[config.mk]
export PLATFORM = sky130hd
export DESIGN_NAME = sd_cmd_serializer
export DESIGN_NICKNAME = d
export VERILOG_FILES = /design/src/rtl/sd_cmd_serializer.sv
export SDC_FILE = /design/constraint.sdc
export NUM_CORES = 1
export LEC_CHECK = 0
export CAP_MARGIN = 10
export CELL_PAD_IN_SITES_DETAIL_PLACEMENT = 1
export CELL_PAD_IN_SITES_GLOBAL_PLACEMENT = 2
export CORE_UTILIZATION = 40
export CTS_BUF_LIST = sky130_fd_sc_hd__clkbuf_8 sky130_fd_sc_hd__clkbuf_16
export DETAILED_ROUTE_END_ITERATION = 10
export HOLD_SLACK_MARGIN = 0.02
export MAX_ROUTING_LAYER = met4
export PLACE_DENSITY_LB_ADDON = 0.1
export SLEW_MARGIN = 5
export SYNTH_ARGS = -nofsm -noshare
export SYNTH_HDL_FRONTEND = slang
export SYNTH_SLANG_ARGS = --single-unit
[constraint.sdc]
create_clock -name clk_i -period 6.8 [get_ports clk_i]
set_input_delay 1.02 -clock clk_i [delete_from_list [all_inputs] [get_ports clk_i]]
set_output_delay 1.02 -clock clk_i [all_outputs]
set_load 0.05 [all_outputs]
[src/rtl/sd_cmd_serializer.sv]
`default_nettype none
// ============================================================================
// Module      : sd_cmd_serializer
// Description : SD host command-line engine. On an accepted start it captures
//               the command fields and argument, sends a 48-bit CMD frame with
//               CRC7 (MSB first, one bit per bit_tick), waits for and receives
//               the card response (48 or 136 bits), checks it and reports
//               completion and sticky error status.
// Optional    : SD_CMD_BUSY_WAIT_EN - when defined, response type 11 waits in
//               BUSYWAIT until DAT0 is released before signalling done. When
//               undefined, type 11 behaves as type 10 and dat0_in_i is ignored.
// Ports       : clk_i, rst_ni            clock, async active-low reset
//               bit_tick_i               SD-clock bit strobe
//               start_i, cmd_index_i, argument_i, resp_type_sel_i,
//               crc_check_en_i, index_check_en_i   command request
//               cmd_in_i, dat0_in_i      sampled CMD / DAT0 lines
//               cmd_out_o, cmd_oe_o      CMD line drive value / enable
//               busy_o, done_o           status / completion pulse
//               resp_data_o              received frame bits [39:8]
//               timeout_err_o, crc_err_o, index_err_o, end_bit_err_o
// Revision    : 1.0 - initial release
// ============================================================================
module sd_cmd_serializer #(
    parameter int NCR_MAX = 64
) (
    input  logic        clk_i,
    input  logic        rst_ni,
    input  logic        bit_tick_i,
    input  logic        start_i,
    input  logic [5:0]  cmd_index_i,
    input  logic [31:0] argument_i,
    input  logic [1:0]  resp_type_sel_i,
    input  logic        crc_check_en_i,
    input  logic        index_check_en_i,
    input  logic        cmd_in_i,
    input  logic        dat0_in_i,
    output logic        cmd_out_o,
    output logic        cmd_oe_o,
    output logic        busy_o,
    output logic        done_o,
    output logic [31:0] resp_data_o,
    output logic        timeout_err_o,
    output logic        crc_err_o,
    output logic        index_err_o,
    output logic        end_bit_err_o
);

    // One counter serves TX bit position, response timeout and RX bit count.
    localparam int CNT_W = (NCR_MAX > 135) ? $clog2(NCR_MAX + 1) : 8;
    localparam logic [CNT_W-1:0] TX_LAST    = CNT_W'(47);
    localparam logic [CNT_W-1:0] NCR_LAST   = CNT_W'(NCR_MAX - 1);
    localparam logic [CNT_W-1:0] RX48_LAST  = CNT_W'(46);
    localparam logic [CNT_W-1:0] RX136_LAST = CNT_W'(134);

    typedef enum logic [2:0] {
        ST_IDLE     = 3'd0,
        ST_TX       = 3'd1,
        ST_WAIT_RSP = 3'd2,
        ST_RX       = 3'd3,
`ifdef SD_CMD_BUSY_WAIT_EN
        ST_BUSYWAIT = 3'd4,
`endif
        ST_DONE     = 3'd5
    } state_t;

    // CRC7, generator x^7 + x^3 + 1, register starts at zero, MSB first.
    function automatic logic [6:0] crc7(input logic [39:0] data);
        logic [6:0] c;
        logic       fb;
        c = 7'd0;
        for (int i = 39; i >= 0; i--) begin
            fb = data[i] ^ c[6];
            c  = {c[5:0], 1'b0};
            if (fb) begin
                c = c ^ 7'h09;
            end
        end
        return c;
    endfunction

    state_t           state_q, state_d;
    logic [47:0]      frame_q, frame_d;
    logic [CNT_W-1:0] cnt_q, cnt_d;
    logic [46:0]      rx_q, rx_d;
    logic [5:0]       idx_q, idx_d;
    logic [1:0]       type_q, type_d;
    logic             crc_en_q, crc_en_d;
    logic             idx_en_q, idx_en_d;
    logic [31:0]      resp_q, resp_d;
    logic             to_err_q, to_err_d;
    logic             crc_err_q, crc_err_d;
    logic             idx_err_q, idx_err_d;
    logic             eb_err_q, eb_err_d;

    logic [47:0]      w_rx_next;
    logic             w_rx_last;
    logic             w_is_r48;
    logic [39:0]      w_tx_head;

    // Incoming bit appended to the history; for 136-bit responses only the
    // trailing 48 bits are retained, which is all resp_data needs.
    assign w_rx_next = {rx_q, cmd_in_i};
    assign w_is_r48  = (type_q != 2'b01);
    assign w_rx_last = w_is_r48 ? (cnt_q == RX48_LAST) : (cnt_q == RX136_LAST);
    assign w_tx_head = {2'b01, cmd_index_i, argument_i};

`ifndef SD_CMD_BUSY_WAIT_EN
    logic unused_dat0;
    assign unused_dat0 = dat0_in_i;
`endif

    always_comb begin
        state_d   = state_q;
        frame_d   = frame_q;
        cnt_d     = cnt_q;
        rx_d      = rx_q;
        idx_d     = idx_q;
        type_d    = type_q;
        crc_en_d  = crc_en_q;
        idx_en_d  = idx_en_q;
        resp_d    = resp_q;
        to_err_d  = to_err_q;
        crc_err_d = crc_err_q;
        idx_err_d = idx_err_q;
        eb_err_d  = eb_err_q;

        case (state_q)
            ST_IDLE: begin
                // Any bit_tick coincident with acceptance is deliberately
                // ignored: the start bit must be shown for a full tick.
                if (start_i) begin
                    idx_d     = cmd_index_i;
                    type_d    = resp_type_sel_i;
                    crc_en_d  = crc_check_en_i;
                    idx_en_d  = index_check_en_i;
                    to_err_d  = 1'b0;
                    crc_err_d = 1'b0;
                    idx_err_d = 1'b0;
                    eb_err_d  = 1'b0;
                    frame_d   = {w_tx_head, crc7(w_tx_head), 1'b1};
                    cnt_d     = '0;
                    state_d   = ST_TX;
                end
            end

            ST_TX: begin
                if (bit_tick_i) begin
                    if (cnt_q == TX_LAST) begin
                        cnt_d   = '0;
                        state_d = (type_q == 2'b00) ? ST_DONE : ST_WAIT_RSP;
                    end else begin
                        frame_d = {frame_q[46:0], 1'b1};
                        cnt_d   = cnt_q + 1'b1;
                    end
                end
            end

            ST_WAIT_RSP: begin
                // A low CMD on the final allowed tick is still a start bit.
                if (bit_tick_i) begin
                    if (!cmd_in_i) begin
                        rx_d    = '0;
                        cnt_d   = '0;
                        state_d = ST_RX;
                    end else if (cnt_q == NCR_LAST) begin
                        to_err_d = 1'b1;
                        state_d  = ST_DONE;
                    end else begin
                        cnt_d = cnt_q + 1'b1;
                    end
                end
            end

            ST_RX: begin
                if (bit_tick_i) begin
                    rx_d = w_rx_next[46:0];
                    if (w_rx_last) begin
                        eb_err_d = ~cmd_in_i;
                        if (w_is_r48) begin
                            crc_err_d = crc_en_q &&
                                        (w_rx_next[7:1] != crc7(w_rx_next[47:8]));
                            idx_err_d = idx_en_q && (w_rx_next[45:40] != idx_q);
                        end
                        resp_d  = w_rx_next[39:8];
`ifdef SD_CMD_BUSY_WAIT_EN
                        state_d = (type_q == 2'b11) ? ST_BUSYWAIT : ST_DONE;
`else
                        state_d = ST_DONE;
`endif
                    end else begin
                        cnt_d = cnt_q + 1'b1;
                    end
                end
            end

`ifdef SD_CMD_BUSY_WAIT_EN
            ST_BUSYWAIT: begin
                if (bit_tick_i && dat0_in_i) begin
                    state_d = ST_DONE;
                end
            end
`endif

            ST_DONE: begin
                state_d = ST_IDLE;
            end

            default: begin
                state_d = ST_IDLE;
            end
        endcase
    end

    always_ff @(posedge clk_i or negedge rst_ni) begin
        if (!rst_ni) begin
            state_q   <= ST_IDLE;
            frame_q   <= '1;
            cnt_q     <= '0;
            rx_q      <= '0;
            idx_q     <= '0;
            type_q    <= '0;
            crc_en_q  <= 1'b0;
            idx_en_q  <= 1'b0;
            resp_q    <= '0;
            to_err_q  <= 1'b0;
            crc_err_q <= 1'b0;
            idx_err_q <= 1'b0;
            eb_err_q  <= 1'b0;
        end else begin
            state_q   <= state_d;
            frame_q   <= frame_d;
            cnt_q     <= cnt_d;
            rx_q      <= rx_d;
            idx_q     <= idx_d;
            type_q    <= type_d;
            crc_en_q  <= crc_en_d;
            idx_en_q  <= idx_en_d;
            resp_q    <= resp_d;
            to_err_q  <= to_err_d;
            crc_err_q <= crc_err_d;
            idx_err_q <= idx_err_d;
            eb_err_q  <= eb_err_d;
        end
    end

    // Decoded straight from the state register so that reset releases the
    // CMD line asynchronously.
    assign cmd_oe_o      = (state_q == ST_TX);
    assign cmd_out_o     = (state_q == ST_TX) ? frame_q[47] : 1'b1;
    assign busy_o        = (state_q != ST_IDLE);
    assign done_o        = (state_q == ST_DONE);
    assign resp_data_o   = resp_q;
    assign timeout_err_o = to_err_q;
    assign crc_err_o     = crc_err_q;
    assign index_err_o   = idx_err_q;
    assign end_bit_err_o = eb_err_q;

endmodule
`default_nettype wire

==> metrics.yaml <==
status:
  outcome: "finished clean"
synth:
  synth.distinct_cells: 51
  synth_top_area_cell: "dfrtp_1"
  synth-warning-count: 0
  ys_top_cells_by_area: "dfrtp_1, dfstp_2, nand2_1"
  synth.avg_cell_area_sq_um: 10.4
  async_flop_share: 1.00
  yosysMostFrequentCell: "nand2_1"
  synth_top_area_share: 0.306
  netlist_area_sq_um: 8500
  synth_common_cells: "nand2_1, dfrtp_1, xnor2_1"
  synthCells: 818
  ys_ff_latch: 151
  syn_nets: 868
  ys_dominant_reg_cell: "dfrtp_1"
  synth_edf_count: 0
  yosysSeqAreaShare: 0.451
routing:
  routed_wirelength_mm: 20.0
  wl_per_cell_um: 17.2
  drt_drc_violations_left: 0
  postRouteAntennaNets: 0
  drt-initial-drc-count: 183
  drtPass1Iterations: 4
  viasPerCell: 5.20
  dr_total_vias: 6054
timing:
  clock-skew-final_ps: 11.4
  finalSetupViolations: 0
  fin_crit_ps: 4430
  relSlewSlack: 0.268
  maxSlewViolCount: 0
  finalHoldViolations: 0
  finalCritPeriodShare: 0.652
  finalSetupTns_ps: 0
  worst_pin_slew_ps: 1090
  fmax_mhz: 226
  rsz0062_at_grt: "false"
  setup_slack_ps: 2370
global_route:
  antenna_found_initial: 0
  grt_start_max_net_pins: 83
  grt_pass1_wl_mm: 33.6
  grt_use_total: 0.201
  met3_usage: 0.0333
  grt_use_met2: 0.357
  grt_pass1_vias: 6445
  gr-usage-met1: 0.234
  grt_busiest_layer: "met2"
  global_route.overflow_total: 0
cells_and_area:
  syn_to_final_growth_pct: 19.7
  drive_gt1_frac: 0.167
  diodes: 0
  nNetsFinal: 931
  final_core_util: 0.495
die:
  die-width_um: 148
  ios: 88
  die_height_um: 148
  die_area_sq_um: 21800
  std_cell_rows: 52
  start_util: 0.414
  core_area_sq_um: 20600
setup_path:
  worst_path_largest_cell_delay_ps: 900
  startpoint: "state_q[0]"
  crit_required_ps: 5780
  critPathMaxFanout: 49
  slowest_stage: "clkdlybuf4s50_1"
  crit_arrival_ps: 3410
  endpoint_kind: "output pin"
  worstReg2RegStart: "state_q[0]"
  path_class: "flip-flop to output pin"
  path_cells: "nand2b_1, or2_2, inv_1, buf_4, clkdlybuf4s50_1"
  startpoint_type: "flip-flop"
min_path:
  hold_start: "frame_q[46]"
  hold_path.class: "flip-flop to flip-flop"
clocking:
  cts.sinks: 151
  cts_resized: 0
  cts_tree: "built"
  htree_levels: 4
  numCtsBuffers: 17
  cts_setup_buffers: 0
  hold_buffers: 0
  clk_pin_slew_ps: 60
  clockBufferDepth: 2
  clkLatencyLatePin_ps: 430
  clockRootBuffer: "clkbuf_16"
placed_design:
  gp_congestion: 0.843
  dpl.hpwl_mm: 14.1
  dp_slack_ps: 2600
  io_buffers: 86
power:
  p_per_area_nw_per_um2: 395
  ir_drop_v: 0.000215
  p_leak_nw: 4.85
job:
  maxCapViolCount: 0
[critical path, delay by kind of cell, from the launching register on]
kind | cells | cell delay, ps
flip-flops | 1 | 620
buffers and inverters | 3 | 1480
AND/OR/NAND/NOR | 2 | 850
[metal layers]
| metal | part of all wire | wire [um] | up-vias |
|---|---|---|---|
| met4 | 0.015 | 300 | 0 |
| met5 | 0 | 0 | - |
| met2 | 0.54 | 10800 | 90 |
| li1 | - | - | 2895 |
| met1 | 0.42 | 8420 | 3049 |
| met3 | 0.027 | 532 | 20 |
[cells by family (layout without fill, tap and decap cells)]
group | after synthesis | after routing | synth area share
simple gates | 339 | 339 | 0.169
fa+ha+maj | 2 | 2 | 0.00294
mux | 49 | 49 | 0.0639
flops | 151 | 151 | 0.451
buf+inv | 52 | 128 | 0.0237
compound gates | 86 | 86 | 0.0640
xor+xnor | 139 | 139 | 0.225
[sequential cells by signal, indices dropped and copies added (netlist names)]
signal and count:
timeout_err_o 1, frame_q 47, state_q 3, idx_en_q 1
crc_err_o 1, index_err_o 1, idx_q 6, crc_en_q 1
end_bit_err_o 1, cnt_q 8, resp_data_o 32, type_q 2
rx_q 47
[cell type report]
| cell class | instances | area (sq um) |
|---|---|---|
| inverters | 4 | 15.0 |
| flip-flops and latches | 151 | 3840 |
| repair buffers | 92 | 907 |
| clock inverters | 15 | 183 |
| fillers | 2254 | 10400 |
| well taps | 270 | 338 |
| multi-input cells | 615 | 4470 |
| clock buffers | 17 | 425 |
[through the flow]
step	hold WS, ps	power [mW]	instance area (sq um)	instances
finish	458	4.02	10200	1164
detailed placement	451	3.08	9570	1132
global route	470	4.30	10200	1164
CTS	459	4.08	10200	1164
floorplan	432	2.66	8500	818
global placement	444	3.00	9570	1132
[cells in the final DEF (no fill, tap or decap), types with 2 or more instances in the layout]
| master | n |
|---|---|
| a31oi_1 | 42 |
| dfstp_2 | 47 |
| xor2_2 | 3 |
| buf_4 | 6 |
| or3_1 | 3 |
| o21ai_0 | 20 |
| dfrtp_1 | 104 |
| a41oi_1 | 2 |
| xnor3_2 | 3 |
| inv_1 | 5 |
| inv_6 | 2 |
| mux2i_1 | 7 |
| xnor3_1 | 32 |
| a21oi_1 | 6 |
| mux2_2 | 42 |
| o31ai_1 | 4 |
| nand2b_1 | 7 |
| xor3_1 | 9 |
| ha_1 | 2 |
| a32o_1 | 2 |
| clkbuf_16 | 17 |
| xor3_2 | 2 |
| xnor2_2 | 3 |
| nor3_1 | 2 |
| and3_1 | 4 |
| xnor2_1 | 57 |
| or2_2 | 6 |
| clkinv_4 | 3 |
| nor2b_1 | 3 |
| nor2_1 | 55 |
| clkdlybuf4s50_1 | 85 |
| nand4_1 | 4 |
| inv_8 | 6 |
| xor2_1 | 30 |
| nand2_1 | 194 |
| nand3_1 | 52 |
| bufinv_16 | 2 |
[report_power, final]
part | internal, mW | total [mW] | leakage (nW) | switching (mW)
clock | 0.558 | 0.981 | 0.301 | 0.423
combinational | 0.689 | 1.68 | 2.63 | 0.987
sequential | 1.22 | 1.37 | 1.92 | 0.148
[path summary, 6_finish.rpt]
kind	to	slack, ps	depth (start not counted)
max in group asynchronous	index_err_o	4740	2
hold reg to reg	frame_q[46]	460	2
min in group asynchronous	resp_data_o[22]	640	1
setup / recovery	cmd_oe_o	2370	5
setup reg to reg	frame_q[24]	3480	7
hold / removal	frame_q[46]	460	2
No activity file was read; power rests on OpenSTA's default activity.
